--- src/rtl/branch_resolve_ras_if.sv ---
// Bus between the fetch/decode side and the branch resolution unit.
// master drives the instruction and flags; slave (the unit) returns the redirect.
interface branch_resolve_ras_if #(
   parameter int unsigned AW        = 32,
   parameter int unsigned JW        = 26,
   parameter int unsigned RAS_DEPTH = 8
);
   localparam int unsigned CW = $clog2(RAS_DEPTH) + 1;

   logic          in_valid;
   logic          stall;
   logic          flush;
   logic [5:0]    opcode;
   logic [3:0]    fn;
   logic [JW-1:0] jtr;
   logic [AW-1:0] pc;
   logic [AW-1:0] rs_data;
   logic [AW-1:0] link_data;
   logic          zflag;
   logic          carryflag;
   logic          signflag;
   logic          overflowflag;

   logic          out_valid;
   logic          taken;
   logic [AW-1:0] target;
   logic [AW-1:0] pc_offset;
   logic [CW-1:0] ras_count;
   logic          ras_overflow;
   logic          ras_underflow;

   modport master (
      output in_valid, stall, flush, opcode, fn, jtr, pc, rs_data, link_data,
             zflag, carryflag, signflag, overflowflag,
      input  out_valid, taken, target, pc_offset, ras_count, ras_overflow, ras_underflow
   );

   modport slave (
      input  in_valid, stall, flush, opcode, fn, jtr, pc, rs_data, link_data,
             zflag, carryflag, signflag, overflowflag,
      output out_valid, taken, target, pc_offset, ras_count, ras_overflow, ras_underflow
   );
endinterface

--- src/rtl/branch_resolve_ras.sv ---
// Branch resolution unit with an internal circular return-address stack.
// Results are registered: one cycle from accepted instruction to out_valid.
// Assumes AW > JW + 2 and RAS_DEPTH a power of two.
module branch_resolve_ras #(
   parameter int unsigned AW        = 32,
   parameter int unsigned JW        = 26,
   parameter int unsigned RAS_DEPTH = 8
) (
   input logic                 clk,
   input logic                 rst_n,
   branch_resolve_ras_if.slave bus
);
   localparam int unsigned PW = $clog2(RAS_DEPTH);
   localparam int unsigned CW = PW + 1;
   localparam logic [CW-1:0] Full = CW'(RAS_DEPTH);

   logic [AW-1:0] stack_q [RAS_DEPTH];
   logic [PW-1:0] sp_q, sp_d;
   logic [CW-1:0] count_q, count_d;

   logic          out_valid_q, out_valid_d;
   logic          taken_q, taken_d;
   logic [AW-1:0] target_q, target_d;
   logic [AW-1:0] pc_offset_q, pc_offset_d;
   logic          ovf_q, ovf_d;
   logic          unf_q, unf_d;

   logic [3:0]    op;
   logic [AW-1:0] seq, imm, rel, ret_addr, tgt;
   logic          take, is_call, is_ret, push;
   logic          unused_opcode_hi;

   assign op               = bus.opcode[3:0];
   assign unused_opcode_hi = ^bus.opcode[5:4];
   assign seq              = bus.pc + AW'(4);
   assign imm              = {{(AW-JW-2){bus.jtr[JW-1]}}, bus.jtr, 2'b00};
   assign rel              = seq + imm;
   // Under flush the stack is being discarded, so a return falls back to the link register.
   assign ret_addr = (!bus.flush && count_q != '0) ? stack_q[sp_q] : bus.link_data;

   // Decode: taken condition and candidate target per opcode.
   always_comb begin
      take    = 1'b0;
      tgt     = rel;
      is_call = 1'b0;
      is_ret  = 1'b0;
      case (op)
         4'b0000: begin
            take = (bus.fn == 4'b1010);
            tgt  = bus.rs_data;
         end
         4'b0101: take = 1'b1;
         4'b0110: take = bus.zflag;
         4'b0111: take = ~bus.zflag;
         4'b1000: take = bus.carryflag;
         4'b1001: take = ~bus.carryflag;
         4'b1010: take = bus.signflag;
         4'b1011: take = ~bus.signflag;
         4'b1100: take = bus.overflowflag;
         4'b1101: take = ~bus.overflowflag;
         4'b1110: begin
            take    = 1'b1;
            is_call = 1'b1;
         end
         4'b1111: begin
            take   = 1'b1;
            is_ret = 1'b1;
            tgt    = ret_addr;
         end
         default: take = 1'b0;
      endcase
   end

   // Next state: stack pointer/count updates and registered results.
   always_comb begin
      sp_d        = sp_q;
      count_d     = count_q;
      out_valid_d = out_valid_q;
      taken_d     = taken_q;
      target_d    = target_q;
      pc_offset_d = pc_offset_q;
      ovf_d       = 1'b0;
      unf_d       = 1'b0;
      push        = 1'b0;
      if (!bus.stall) begin
         out_valid_d = bus.in_valid;
         if (bus.in_valid) begin
            taken_d     = take;
            target_d    = take ? tgt : seq;
            pc_offset_d = take ? (tgt - seq) : '0;
            if (!bus.flush) begin
               if (is_call) begin
                  push = 1'b1;
                  sp_d = sp_q + PW'(1);
                  if (count_q == Full) begin
                     ovf_d = 1'b1;
                  end else begin
                     count_d = count_q + CW'(1);
                  end
               end else if (is_ret) begin
                  if (count_q != '0) begin
                     sp_d    = sp_q - PW'(1);
                     count_d = count_q - CW'(1);
                  end else begin
                     unf_d = 1'b1;
                  end
               end
            end
         end
      end
      // Flush clears the stack even while stalled.
      if (bus.flush) begin
         sp_d    = '0;
         count_d = '0;
      end
   end

   // State and output registers.
   always_ff @(posedge clk or negedge rst_n) begin
      if (!rst_n) begin
         sp_q        <= '0;
         count_q     <= '0;
         out_valid_q <= 1'b0;
         taken_q     <= 1'b0;
         target_q    <= '0;
         pc_offset_q <= '0;
         ovf_q       <= 1'b0;
         unf_q       <= 1'b0;
      end else begin
         sp_q        <= sp_d;
         count_q     <= count_d;
         out_valid_q <= out_valid_d;
         taken_q     <= taken_d;
         target_q    <= target_d;
         pc_offset_q <= pc_offset_d;
         ovf_q       <= ovf_d;
         unf_q       <= unf_d;
      end
   end

   // Stack storage: contents need no reset; a push when full overwrites the oldest slot.
   always_ff @(posedge clk) begin
      if (push) begin
         stack_q[sp_q + PW'(1)] <= seq;
      end
   end

   assign bus.out_valid     = out_valid_q;
   assign bus.taken         = taken_q;
   assign bus.target        = target_q;
   assign bus.pc_offset     = pc_offset_q;
   assign bus.ras_count     = count_q;
   assign bus.ras_overflow  = ovf_q;
   assign bus.ras_underflow = unf_q;
endmodule

--- src/flat_wrapper.sv ---
// flat-port wrapper written by rule: the top's interface ports become plain ports
module branch_resolve_ras_flat 
#(
   parameter int unsigned AW        = 32,
   parameter int unsigned JW        = 26,
   parameter int unsigned RAS_DEPTH = 8
)
  (clk, rst_n, bus_in_valid, bus_stall, bus_flush, bus_opcode, bus_fn, bus_jtr, bus_pc, bus_rs_data, bus_link_data, bus_zflag, bus_carryflag, bus_signflag, bus_overflowflag, bus_out_valid, bus_taken, bus_target, bus_pc_offset, bus_ras_count, bus_ras_overflow, bus_ras_underflow);
  branch_resolve_ras_if #(.AW(AW), .JW(JW), .RAS_DEPTH(RAS_DEPTH)) bus_i ();
  input logic clk;
  input logic rst_n;
  input wire logic [$bits(bus_i.in_valid)-1:0] bus_in_valid;
  input wire logic [$bits(bus_i.stall)-1:0] bus_stall;
  input wire logic [$bits(bus_i.flush)-1:0] bus_flush;
  input wire logic [$bits(bus_i.opcode)-1:0] bus_opcode;
  input wire logic [$bits(bus_i.fn)-1:0] bus_fn;
  input wire logic [$bits(bus_i.jtr)-1:0] bus_jtr;
  input wire logic [$bits(bus_i.pc)-1:0] bus_pc;
  input wire logic [$bits(bus_i.rs_data)-1:0] bus_rs_data;
  input wire logic [$bits(bus_i.link_data)-1:0] bus_link_data;
  input wire logic [$bits(bus_i.zflag)-1:0] bus_zflag;
  input wire logic [$bits(bus_i.carryflag)-1:0] bus_carryflag;
  input wire logic [$bits(bus_i.signflag)-1:0] bus_signflag;
  input wire logic [$bits(bus_i.overflowflag)-1:0] bus_overflowflag;
  output wire logic [$bits(bus_i.out_valid)-1:0] bus_out_valid;
  output wire logic [$bits(bus_i.taken)-1:0] bus_taken;
  output wire logic [$bits(bus_i.target)-1:0] bus_target;
  output wire logic [$bits(bus_i.pc_offset)-1:0] bus_pc_offset;
  output wire logic [$bits(bus_i.ras_count)-1:0] bus_ras_count;
  output wire logic [$bits(bus_i.ras_overflow)-1:0] bus_ras_overflow;
  output wire logic [$bits(bus_i.ras_underflow)-1:0] bus_ras_underflow;
  assign bus_i.in_valid = bus_in_valid;
  assign bus_i.stall = bus_stall;
  assign bus_i.flush = bus_flush;
  assign bus_i.opcode = bus_opcode;
  assign bus_i.fn = bus_fn;
  assign bus_i.jtr = bus_jtr;
  assign bus_i.pc = bus_pc;
  assign bus_i.rs_data = bus_rs_data;
  assign bus_i.link_data = bus_link_data;
  assign bus_i.zflag = bus_zflag;
  assign bus_i.carryflag = bus_carryflag;
  assign bus_i.signflag = bus_signflag;
  assign bus_i.overflowflag = bus_overflowflag;
  assign bus_out_valid = bus_i.out_valid;
  assign bus_taken = bus_i.taken;
  assign bus_target = bus_i.target;
  assign bus_pc_offset = bus_i.pc_offset;
  assign bus_ras_count = bus_i.ras_count;
  assign bus_ras_overflow = bus_i.ras_overflow;
  assign bus_ras_underflow = bus_i.ras_underflow;
  branch_resolve_ras #(.AW(AW), .JW(JW), .RAS_DEPTH(RAS_DEPTH)) u_core (.clk(clk), .rst_n(rst_n), .bus(bus_i));
endmodule
--- config.mk ---
export PLATFORM = sky130hd
export DESIGN_NAME = branch_resolve_ras_flat
export DESIGN_NICKNAME = d
export VERILOG_FILES = /design/src/rtl/branch_resolve_ras_if.sv /design/src/rtl/branch_resolve_ras.sv /design/src/flat_wrapper.sv
export SDC_FILE = /design/constraint.sdc
export NUM_CORES = 1
export LEC_CHECK = 0
export BUFFER_PORTS_ARGS = -buffer_cell sky130_fd_sc_hd__buf_4
export CORE_MARGIN = 2
export CORE_UTILIZATION = 35
export CTS_CLUSTER_SIZE = 12
export DETAILED_ROUTE_END_ITERATION = 8
export GPL_TIMING_DRIVEN = 1
export SLEW_MARGIN = 20
export SYNTH_ARGS = -nofsm -noshare
export SYNTH_HDL_FRONTEND = slang
export SYNTH_SLANG_ARGS = --single-unit
--- constraint.sdc ---
create_clock -name clk -period 4.3 [get_ports clk]
set_input_delay 0.645 -clock clk [delete_from_list [all_inputs] [get_ports clk]]
set_output_delay 0.645 -clock clk [all_outputs]
set_load 0.005 [all_outputs]
==> results.txt, run 1 <==
- The flow ran to the end, but the final reports show violations.
- The final reports fail on negative setup slack.
- TritonCTS created 37 clock buffers.
* Met1 track utilization from global routing: between 30% and 40%
- CTS built an H-tree with a depth of 2.
* Net Sw Power: 2700 µW
- Headroom to the max-slew limit: between 30% and 40%
- For this design the top-level I/O count stands at around 210.
- Total power draw: approximately 9600 µW
- At the end of routability-driven placement, the weighted congestion stood at around 0.95.
- Antenna violations before repair: 0
- Master of the slowest instance on the critical path: sky130_fd_sc_hd__a211o_1
- Pin count of the biggest net entering global routing: 63
- Final worst-path cycle share: 111%
- Synthesized area divided by synthesized cell count: between 10 and 15 µm²
- The die is roughly 230 µm wide.
* CTS sink cnt: about 330
- Via count of the first global-routing pass: roughly 15000
* Final layout net count: 2277
- The global routing stage identified its most utilized layer as met2.
* Synth Warn #: 0
- Compared with the post-synthesis result, the final layout area differs by 45.5%.
* Number of slew-limit violations in the final report: 0
- Crit path buf inv count: 3
- Ant. Diodes: 0
* Data required time at the worst endpoint: roughly 4.7 ns
- Setup WS post-layout: -0.470 ns
- Adding up every negative setup slack in the final design gives -2.71 ns.
- Sequential share of the synthesized area: a little over half
* Cell type group with the largest total delay on the critical path: compound AO/OA/AOI/OAI gates
* Placeable core area: between 0.04 and 0.05 mm²
- Clock latency at the later pin of the worst-skew pair: between 0.5 and 0.6 ns
- Starting DRT DRC Count: roughly 1200
- At the end of the flow the core is filled with cells to a little over 50%.
- Largest fanout on the critical path: 4
* Total Wirelength: about 59000 µm
- Std cell rows: slightly above 80
* Synth Net Count: roughly 1700
- For this run, the total global-route usage over all layers was measured as 22.7%.
- The longest clock path from root to sink contains 3 buffers.
- VDD sags by at most approximately 250 µV.
- Hold crit path type: in -> async
* Synth cell types: 72
- After detailed routing, the number of remaining DRC violations is 0.
- Antenna viol nets, final: 0
- The first detailed-routing pass took 5 iterations.
* Primary FF master, synth: sky130_fd_sc_hd__edfxtp_1
- Across the routed clock network, the largest skew measured is between 0.02 and 0.025 ns.
- In this design, the stage delay of the slowest critical-path cell is approximately 0.37 ns.
- Layout cell share with drive strength beyond 1: a little under half
- The share of total power dissipated in combinational logic is roughly 28%.
* First-pass GRT wire length: around 90000 µm
- Using the TritonRoute via totals, the vias-per-cell ratio works out to between 5 and 6.
- In this run the cell area measured after placement is ~0.023 mm².
- Met3 track demand over resource in global routing: 3.15%
- The critical path is of the in -> reg type.
- Across the run, the number of max-cap violations was 0.
- Post-synth EDFFs: ~260
- Clock tree root buffer cell: sky130_fd_sc_hd__clkbuf_16
- Summing over every cut layer, the via total after detailed routing is 14600.
* Ratio of total power to cell area: 373 mW/mm²
- Of the total power, the clock network draws between 30% and 40%.
* CP Capture Type: register
- Counting every instance in the synthesized netlist gives about 1400.
- Avg WL per Cell: 21.6 µm
- Summing every instance area after synthesis gives 0.0176 mm².
* Initial standard-cell utilization of the core: between 30% and 40%
- Of the post-synthesis cell area, the dominant cell type holds 43.7%.
* Flip-flop and latch count after synthesis: 331
- Dominant cells by area after synthesis: sky130_fd_sc_hd__edfxtp_1 (44%), sky130_fd_sc_hd__dfrtp_1 (11%), sky130_fd_sc_hd__mux4_2 (8.2%)
* Clock-pin transition on the worst setup and hold timing paths: 0.06 ns
- In this run, flip-flops and latches consume between 30% and 40% of the power.
- Of the total power, the share spent switching nets is between 20% and 30%.
* Final setup violating endpoints: 14
- After routing the design area is approximately 0.026 mm².
- Detailed placement ended at an HPWL of 44200 µm.
* Die height: ~230 µm
* Met2 demand-to-capacity share in global routing: between 30% and 40%
* Arrival time reported for the critical path endpoint: ~5.2 ns
- Worst-path cell chain: buf_6 > and4_4 > buf_6 > nand4_1 > or2_4 > nor2_4 > xor2_2 > ha_1 > a21o_1 > buf_6 > a21oi_2 > nand2_1 > a211o_1 > xnor2_2 > o21ai_2 > ha_1 > and2_4 > a221o_1 > o311ai_4 > o21ai_4 > a2111oi_4 > o41ai_1 > a221o_1
- Static timing analysis puts the maximum clock frequency at 0.210 GHz.
* Synth async-reset ratio: 22.7%
- Transition time of the tightest slew-check pin: 0.973 ns
* Setup repair after global routing missed its margin: true
* TritonCTS clock tree: done
- The cell that appears most often on the critical path is sky130_fd_sc_hd__buf_6.
- Final Hold Viols: 0
* Die Area: between 0.05 and 0.06 mm²
- Fillers: 4377
- In this run the static leakage power is a little over 0.01 µW.
* P_int: around 6900 µW
- Timing analysis after detailed placement gives a worst setup slack of -1.20 ns.
- Critical path startpoint category: primary input
* Final global-route overflow total: 0
- Final period demand of the worst path: approximately 4.8 ns
* Port Buffer Count: between 200 and 250
- Summed over all instances, the cell type with the most area after synthesis is sky130_fd_sc_hd__edfxtp_1.
==> cells in the final DEF (no fill, tap or decap), types with 15 or more instances in the layout <==
cell type / n
sky130_fd_sc_hd__o21ai_0: 65
sky130_fd_sc_hd__nand3_1: 31
sky130_fd_sc_hd__mux2i_1: 30
sky130_fd_sc_hd__nand4_1: 15
sky130_fd_sc_hd__mux4_2: 64
sky130_fd_sc_hd__nor3_1: 15
sky130_fd_sc_hd__buf_4: 616
sky130_fd_sc_hd__xor2_1: 23
sky130_fd_sc_hd__clkbuf_16: 39
sky130_fd_sc_hd__dfrtp_1: 72
sky130_fd_sc_hd__inv_1: 51
sky130_fd_sc_hd__a21oi_2: 22
sky130_fd_sc_hd__ha_1: 59
sky130_fd_sc_hd__nor2_1: 76
sky130_fd_sc_hd__o21ai_2: 15
sky130_fd_sc_hd__edfxtp_1: 256
sky130_fd_sc_hd__nand2_1: 140
sky130_fd_sc_hd__xnor2_1: 35
sky130_fd_sc_hd__a21oi_1: 68
sky130_fd_sc_hd__a21o_1: 26
sky130_fd_sc_hd__o21ai_1: 25
sky130_fd_sc_hd__a211oi_1: 21
==> metal layers <==
metal	vias up	wire, µm	part of all wire [%]
met5	-	0	0
li1	6703	-	-
met1	7276	26000	44
met3	89	3470	5.8
met4	0	1790	3.0
met2	510	28100	47
==> final timing paths <==
kind / startpoint / end / slack, ns / cells past startpoint
max: bus_pc[9] / u_core.bus.pc_offset[30]$_DFFE_PN0P_ / -0.47 / 23
min: rst_n / u_core.sp_q[0]$_DFFE_PN0P_ / 0.07 / 1
max reg2reg: u_core.sp_q[0]$_DFFE_PN0P_ / u_core.bus.pc_offset[30]$_DFFE_PN0P_ / -0.23 / 17
min reg2reg: u_core.bus.target[15]$_DFFE_PN0P_ / u_core.bus.target[15]$_DFFE_PN0P_ / 0.47 / 2
max in group asynchronous: rst_n / u_core.bus.pc_offset[2]$_DFFE_PN0P_ / 3.27 / 2
min in group clk: bus_stall / u_core.bus.out_valid$_DFFE_PN0N_ / 0.32 / 3
==> area by class of cell <==
| class | instances | area (µm²) | area share, % |
|---|---|---|---|
| flip-flops and latches | 331 | 9570 | 37.4 |
| repair buffers | 644 | 5070 | 19.8 |
| multi-input cells | 989 | 8720 | 34.0 |
| clock buffers | 53 | 1040 | 4.05 |
| inverters | 55 | 206 | 0.806 |
| well taps | 672 | 841 | 3.28 |
| clock inverters | 12 | 163 | 0.635 |
==> synth_stat cells (all sizes together), types with 25 or more instances <==
master and number:
mux2i 36, mux4 64, dfrtp 75, ha 75, edfxtp 256, a21o 26
inv 55, nor2 93, o21ai 110, clkbuf 58, nor3 25, a211oi 27
xor2 31, nand2 146, nand3 35, a21oi 90, xnor2 49
==> logic make-up after synthesis <==
| family | after synthesis | share of synthesized area [%] |
|---|---|---|
| AOI/OAI and AO/OA | 357 | 13.2 |
| xor gates and xnor gates | 80 | 3.98 |
| adders and majority gates | 78 | 5.67 |
| buffers and inverters | 128 | 2.80 |
| DFF | 331 | 54.3 |
| muxes | 101 | 10.3 |
| and+or+nand+nor | 373 | 9.72 |
==> flip-flops by register name, summed over array words and instances, names as in the netlist <==
| name | cells |
|---|---|
| u_core.bus.out_valid | 1 |
| u_core.bus.pc_offset | 32 |
| u_core.bus.ras_count | 4 |
| u_core.bus.ras_overflow | 1 |
| u_core.bus.ras_underflow | 1 |
| u_core.bus.taken | 1 |
| u_core.bus.target | 32 |
| u_core.sp_q | 3 |
| u_core.stack_q | 256 |
==> power by group through the flow <==
stage | registers [µW] | logic [µW] | clock network (µW)
finish | 3690 | 2710 | 3160
detailed placement | 3760 | 2330 | 0
floorplan | 3750 | 1130 | 0
global placement | 3760 | 2310 | 0
CTS | 3700 | 2580 | 3210
global route | 3710 | 2960 | 3340
==> repair_timing <==
item	4_1_cts	5_1_grt
setup endpoints to repair	17	20
gates resized for setup	118	68
pin swaps	64	53
gates cloned	1	0
hold buffers	0	0
setup buffers	57	21
endpoints found under the hold margin	0	0
==> stage by stage <==
step / hold WS [ns] / std cells
after floorplan: 0.349 / 1448
after global placement: 0.456 / 2617
after detailed placement: 0.458 / 2617
after CTS: 0.0701 / 2740
after global routing: 0.0953 / 2756
final: 0.0726 / 2756
(Power assumes the default switching activity.)
==> inputs of run 2 (changes only) <==
--- a/config.mk
+++ b/config.mk
@@ -6,11 +6,15 @@
 export NUM_CORES = 1
 export LEC_CHECK = 0
 export BUFFER_PORTS_ARGS = -buffer_cell sky130_fd_sc_hd__buf_4
+export CAP_MARGIN = 20
+export CELL_PAD_IN_SITES_DETAIL_PLACEMENT = 1
+export CELL_PAD_IN_SITES_GLOBAL_PLACEMENT = 1
 export CORE_MARGIN = 2
 export CORE_UTILIZATION = 35
 export CTS_CLUSTER_SIZE = 12
 export DETAILED_ROUTE_END_ITERATION = 8
 export GPL_TIMING_DRIVEN = 1
+export PLACE_DENSITY_LB_ADDON = 0.1
 export SLEW_MARGIN = 20
 export SYNTH_ARGS = -nofsm -noshare
 export SYNTH_HDL_FRONTEND = slang
==> run 2 against run 1 <==
Compared with the run above:
- the flow still finishes with violations (negative setup slack)
- final area increased by 0.22%
- final cell count down 0.33%
- worst hold slack better by 0.096 ns
- critical path type unchanged
- critical endpoint is now u_core.bus.pc_offset[20]$_DFFE_PN0P_
- highest routed layer is now met5
==> results.txt, run 2 (same netlist as run 1, synthesis figures left out) <==
- Summed over all layers, the global routing overflow is 0.
* Final period demand of the worst path: approximately 4.9 ns
- Worst Hold Slack: around 0.17 ns
- Most used cells in the layout excluding fill and tap cells: sky130_fd_sc_hd__buf_4 (587), sky130_fd_sc_hd__edfxtp_1 (256), sky130_fd_sc_hd__nand2_1 (135), sky130_fd_sc_hd__nor2_1 (74), sky130_fd_sc_hd__dfrtp_1 (72)
- The min-delay analysis places its worst path in the category in -> async.
* Final worst-path cycle share: 113%
* Maximum frequency from static timing analysis: between 0.2 and 0.25 GHz
- Across the routed clock network, the largest skew measured is around 0.016 ns.
- Global routing consumed, over all layers together, 24.7% of the routing resources.
- Most frequent standard cell in the layout excluding fill and tap cells: sky130_fd_sc_hd__buf_4
* Clock latency at the later pin of the worst-skew pair: around 0.56 ns
- Setup repair after global routing could not meet its margin everywhere.
* Part of the total power dissipated in the clock network: 33.6%
- Critical Path Max Stage Delay: about 0.32 ns
- The register with the most flip-flops in the final layout is u_core.stack_q.
* Setup WS post-layout: -0.552 ns
- Via count of the first global-routing pass: 16000
* Cell repeated most along the worst path: sky130_fd_sc_hd__buf_6
* Dpl hpwl: between 40000 and 50000 µm
* Antenna viol nets, final: 0
* Flip-flop count of the largest register after layout: around 260
- Initial standard-cell utilization of the core: about a third
- Startpoint-to-endpoint class of the critical path: in -> reg
- After clock tree synthesis, the clock-pin slew on the worst setup and hold paths is 0.06 ns.
- Layout cell share with drive strength beyond 1: between 40% and 50%
- The clock net in this run drives a total of between 300 and 400 sinks.
- Net switching is around 28% of the power.
- Antenna violations before repair: 2
* Final Hold Viols: 0
- The initialized floorplan defines 82 standard-cell rows.
- The floorplan step defined a core boundary enclosing about 0.05 mm².
- In this run the tightest slew margin relative to its limit is 41.6%.
- Vias per cell: 5.27
- At the worst endpoint, the required time is around 4.8 ns.
- Die height: approximately 230 µm
- Number of slew-limit violations in the final report: 0
* TritonCTS clock tree: done
- Total clock buffers created by CTS: 39
- In this run the critical register-to-register path is launched from u_core.sp_q[0]$_DFFE_PN0P_.
- Via count: between 10000 and 15000
- Setup violations remaining at the end of the flow were counted as 14.
* Top Ports: about 210
- Critical path startpoint category: primary input
* Fraction of power consumed by sequential logic: approximately 38%
- DRT Pass-1 Iters: 5
* Final layout net count: 2266
* Starting DRT DRC Count: around 770
- The worst-case IR drop observed on VDD is between 300 and 400 µV.
- CTS H-Tree Depth: 2
- In the final routed layout, each cell accounts on average for ~23 µm.
- The floorplan step set the die width to between 200 and 250 µm.
- Largest fanout on the critical path: 3
- Part of the total power dissipated in combinational logic: between 20% and 30%
- Across the run, the number of max-cap violations was 0.
- In this run the static leakage power is just over 0.01 µW.
* Die Area: between 0.05 and 0.06 mm²
* Net Sw Power: 2760 µW
- Total Wirelength: 64400 µm
- First-pass GRT wire length: around 97000 µm
- For the worst flop-to-flop path, the logic depth is 20.
- Failing checks: negative setup slack
- Dividing total power by cell area gives a power density of 381 mW/mm².
- CP Capture Type: register
* Port Buffer Count: 210
- Crit. Startpoint: bus_pc[9]
* RD Place Congestion: just over 0.9
- Adding up every negative setup slack in the final design gives -3.37 ns.
- Transition time of the tightest slew-check pin: around 0.87 ns
- Arrival time reported for the critical path endpoint: around 5.3 ns
- Internal power comes to approximately 7000 µW.
- The run finished, with violations left.
* Clock tree root buffer cell: sky130_fd_sc_hd__clkbuf_16
- Entering global routing, the biggest net connects approximately 110 pins.
* Synth-to-layout area growth: 45.8%
- Among all stages on the critical path, the largest delay is contributed by sky130_fd_sc_hd__or2_4.
- Count of unresolved DRC violations after routing: 0
* Ant. Diodes: 0
- Counting along the longest clock path gives a buffer depth of 3.
==> run 2: path summary, 6_finish.rpt <==
| check | end | slack (ns) |
|---|---|---|
| min in group clk | u_core.bus.out_valid$_DFFE_PN0N_ | 0.31 |
| max in group asynchronous | u_core.bus.target[2]$_DFFE_PN0P_ | 3.30 |
| min | u_core.bus.target[24]$_DFFE_PN0P_ | 0.17 |
| min reg2reg | u_core.bus.taken$_DFFE_PN0P_ | 0.47 |
| max reg2reg | u_core.bus.pc_offset[30]$_DFFE_PN0P_ | -0.28 |
| max | u_core.bus.pc_offset[20]$_DFFE_PN0P_ | -0.55 |
==> run 2: layout make-up <==
type | count | area, µm²
Fill cell | 5243 | 24200
Sequential cell | 331 | 9570
Multi-Input combinational cell | 989 | 8710
Timing Repair Buffer | 631 | 5090
Clock buffer | 49 | 1030
Tap cell | 672 | 841
Clock inverter | 20 | 221
Inverter | 55 | 206
==> run 2: metal layers <==
layer,part of all wire [%],GRT usage (%),routed length [µm]
met1,42,31.7,27300
met2,49,42.0,31700
met3,4.8,4.26,3110
met4,3.5,8.66,2260
met5,0.020,0,13
==> run 2: worst max-delay path: cells and delay by family <==
kind	cells	cell delay (ns)
compound gates	7	1.29
xor+xnor	3	0.48
fa+ha+maj	2	0.51
buf+inv	13	1.39
simple gates	6	0.98
==> run 2: power groups by stage <==
stage / Combinational, µW / Sequential, µW / Clock, µW
floorplan: 1130 / 3750 / 0
global placement: 2360 / 3760 / 0
detailed placement: 2390 / 3760 / 0
CTS: 2620 / 3700 / 3390
global route: 3050 / 3710 / 3490
finish: 2800 / 3690 / 3290
==> run 2: what timing repair did <==
action / in CTS / in global routing
gates resized for setup: 108 / 75
pin swaps: 86 / 65
setup endpoints to repair: 16 / 19
hold buffers: 0 / 0
setup buffers: 34 / 22
==> run 2: stage by stage <==
step / power, µW / instances / cell area, µm² / setup WS [ns] / utilization (%)
2_1_floorplan: 4870 / 1448 / 17900 / -0.833 / -
3_3_place_gp: 6110 / 2623 / 23100 / -1.24 / 46.3
3_5_place_dp: 6150 / 2623 / 23100 / -1.35 / 46.3
4_1_cts: 9700 / 2726 / 25100 / -0.617 / 50.4
5_1_grt: 10200 / 2747 / 25700 / -0.758 / 51.5
6_report: 9780 / 2747 / 25700 / -0.552 / 51.5
==> inputs of run 3 (changes only) <==
--- a/config.mk
+++ b/config.mk
@@ -15,6 +15,7 @@
 export DETAILED_ROUTE_END_ITERATION = 8
 export GPL_TIMING_DRIVEN = 1
 export PLACE_DENSITY_LB_ADDON = 0.1
+export RECOVER_POWER = 50
 export SLEW_MARGIN = 20
 export SYNTH_ARGS = -nofsm -noshare
 export SYNTH_HDL_FRONTEND = slang
==> run 3 against run 2 <==
Compared with the run above:
- the run ends with max-capacitance violations, max-slew violations, negative setup slack left
- combinational power about the same
- critical path type unchanged
- final area down 0.47%
- sequential cell count unchanged
- final cell count unchanged
- register-to-register slack better by 0.02 ns
- fmax about the same
- largest power group unchanged
==> results.txt, run 3 (same netlist as run 1, synthesis figures left out) <==
* Result of the run: finished, violations left
- The checks that failed: max-capacitance violations, max-slew violations, negative setup slack.
* Flip-flop count of the largest register after layout: between 200 and 300
- The worst register-to-register path ends at u_core.bus.pc_offset[30]$_DFFE_PN0P_.
- Area taken by multi-input logic gates: between 0.008 and 0.009 mm²
* Final worst-path cycle share: 113%
* Top layer reached by signal wires: met5
* Setup Slack @ Placement: -1.35 ns
- Using the TritonRoute via totals, the vias-per-cell ratio works out to about 5.3.
- Worst Hold Slack: about 0.31 ns
- Placeable core area: 0.0499 mm²
- Row generation in the floorplan step produced 82 rows.
- On the final layout, the worst clock skew is between 0.015 and 0.02 ns.
* Setup repair after global routing missed its margin: true
- The worst register-to-register path begins at u_core.sp_q[0]$_DFFE_PN0P_.
* Layout cell share with drive strength beyond 1: 43.6%
- Number of max-cap violations: 1
* Final layout net count: 2266
* Avg WL per Cell: 23.5 µm
* Ratio of total power to cell area: approximately 380 mW/mm²
- Derived from the worst setup path, the maximum achievable clock frequency is about 0.21 GHz.
- CP Capture Type: register
- Global routing used 24.7% of the available tracks across all layers.
- Counting flops per register, the top entry is u_core.stack_q.
* Most used cells in the layout excluding fill and tap cells: sky130_fd_sc_hd__buf_4 (564), sky130_fd_sc_hd__edfxtp_1 (256), sky130_fd_sc_hd__nand2_1 (135), sky130_fd_sc_hd__nor2_1 (75), sky130_fd_sc_hd__dfrtp_1 (72)
- The largest single stage delay on the critical path is ~0.31 ns.
- Counting stages on the worst path, the most repeated cell is sky130_fd_sc_hd__buf_6.
- Ant. Diodes: 0
- The min-delay analysis places its worst path in the category in -> reg.
- Footprint of the flip-flops and latches: 0.00957 mm²
- Fraction of the core area covered by cells at the end of the flow: 51.2%
- The analysis attributes to cell leakage a power of a little over 0.01 µW.
- STA classifies the critical path startpoint as a primary input.
* R2R depth: 20
- Data on the critical path is required at its endpoint by 4.76 ns.
- In this run the count of I/O pins placed on the die edge is ~210.
* Final global-route overflow total: 0
* Most frequent standard cell in the layout excluding fill and tap cells: sky130_fd_sc_hd__buf_4
- Entering global routing, the biggest net connects between 100 and 150 pins.
* Synth-to-layout area growth: 45.1%
* Destination of the critical timing path: u_core.bus.pc_offset[20]$_DFFE_PN0P_
- Setup violations remaining at the end of the flow were counted as 13.
* Final Hold Viols: 0
- The setup check on the worst reg-to-reg path leaves a slack of -0.26 ns.
- Transition time of the tightest slew-check pin: roughly 3.3 ns
- STA puts the critical path data arrival time at 5.31 ns.
- Crit. Startpoint: bus_pc[2]
- Port Buffer Count: 210
* CTS H-Tree Depth: 2
- Antenna violations before repair: 2
- Clock tree root buffer cell: sky130_fd_sc_hd__clkbuf_16
* Largest fanout on the critical path: 6
* Worst ir drop on vdd: 317 µV
* Width of the die: ~230 µm
- After detailed routing, the wire length on met1 is roughly 28000 µm.
- The die covers around 0.052 mm².
* Cts hold-fix bufs: 0
* Die height: 228 µm
- For this configuration, the core starts out at a cell density of 35.3%.
* Startpoint-to-endpoint class of the critical path: in -> reg
- In the post-route analysis, the smallest setup slack over all paths is -0.547 ns.
- Dpl hpwl: roughly 48000 µm
- Headroom to the max-slew limit: -119%
- The detailed router finished its first iteration with ~750 violations.
- Antenna viol nets, final: 0
* Total Wirelength: around 64000 µm
- Via count of the first global-routing pass: 16000
- TritonCTS built the clock tree.
* Wire length on met2: roughly 32000 µm
- Total power draw: approximately 9800 µW
- Clock-pin slew was measured on the worst setup and hold paths at approximately 0.060 ns.
- The first global-routing pass estimated 96800 µm of wire.
- Count of unresolved DRC violations after routing: 0
- Subtracting the final worst setup slack from the clock period gives approximately 4.8 ns.
- The pre-antenna-repair detailed-routing pass consisted of 5 iterations.
* Maximum root-to-sink buffer count: 3
- RD Place Congestion: between 0.9 and 1
- CTS sink cnt: 331
* Master of the slowest instance on the critical path: sky130_fd_sc_hd__ha_4
- Clock latency at the later pin of the worst-skew pair: between 0.5 and 0.6 ns
- Total clock buffers created by CTS: 39
* Number of slew-limit violations in the final report: 54
- The routed design uses 2830 µm of met3 wire.
- The final route contains 14500 vias.
* Fillers: 5278
-- run 3: changes by cell type in the layout (fill, tap and decap cells not counted), sizes merged --
cell    before  now
buf        631  608
clkbuf      49   72
-- run 3: what timing repair did --
item / in CTS / in global routing
pin swaps: 86 / 65
setup buffers: 34 / 22
gates resized for setup: 108 / 75
setup endpoints to repair: 16 / 19
-- run 3: metal layers --
metal / vias to the layer above / global-route usage [%]
met3: 102 / 4.26
met1: 7328 / 31.7
met5: - / 0
met4: 2 / 8.66
li1: 6682 / -
met2: 337 / 42.0
-- run 3: per-stage QoR --
step	cell area, µm²	cells	TNS [ns]
6_report	25500	2747	-3.28
5_1_grt	25500	2747	-6.80
4_1_cts	25100	2726	-2.77
3_5_place_dp	23100	2623	-16.92
3_3_place_gp	23100	2623	-14.99
2_1_floorplan	17900	1448	-6.19
-- run 3: worst min-delay path by stage --
stage                                 startpoint                           endpoint  slack (ns)  cells after the start
3_3_place_gp   u_core.bus.target[13]$_DFFE_PN0P_  u_core.bus.target[13]$_DFFE_PN0P_        0.46                      2
5_1_grt                                bus_stall   u_core.bus.out_valid$_DFFE_PN0N_        0.34                      3
6_report                               bus_stall   u_core.bus.out_valid$_DFFE_PN0N_        0.31                      3
2_1_floorplan                              rst_n   u_core.bus.out_valid$_DFFE_PN0N_        0.35                      0
3_5_place_dp   u_core.bus.target[11]$_DFFE_PN0P_  u_core.bus.target[11]$_DFFE_PN0P_        0.46                      2
4_1_cts                                    rst_n  u_core.bus.target[31]$_DFFE_PN0P_        0.17                      1
-- run 3: power breakdown --
part / switching (µW) / internal [µW]
clock: 1340 / 1950
combinational: 1330 / 1460
sequential: 94.2 / 3600
-- run 3: critical path, delay by kind of cell --
kind,cells,cell delay [ns]
and+or+nand+nor,8,0.70
AOI/OAI and AO/OA,6,1.25
xor gates and xnor gates,3,0.45
adders and majority gates,3,0.71
buffers and inverters,14,1.52
-- run 3: area by class of cell --
class	instances	area share, %
clock buffers	49	4.05
clock inverters	20	0.867
inverters	55	0.808
multi-input cells	989	33.9
flip-flops and latches	331	37.5
well taps	672	3.29
repair buffers	631	19.6
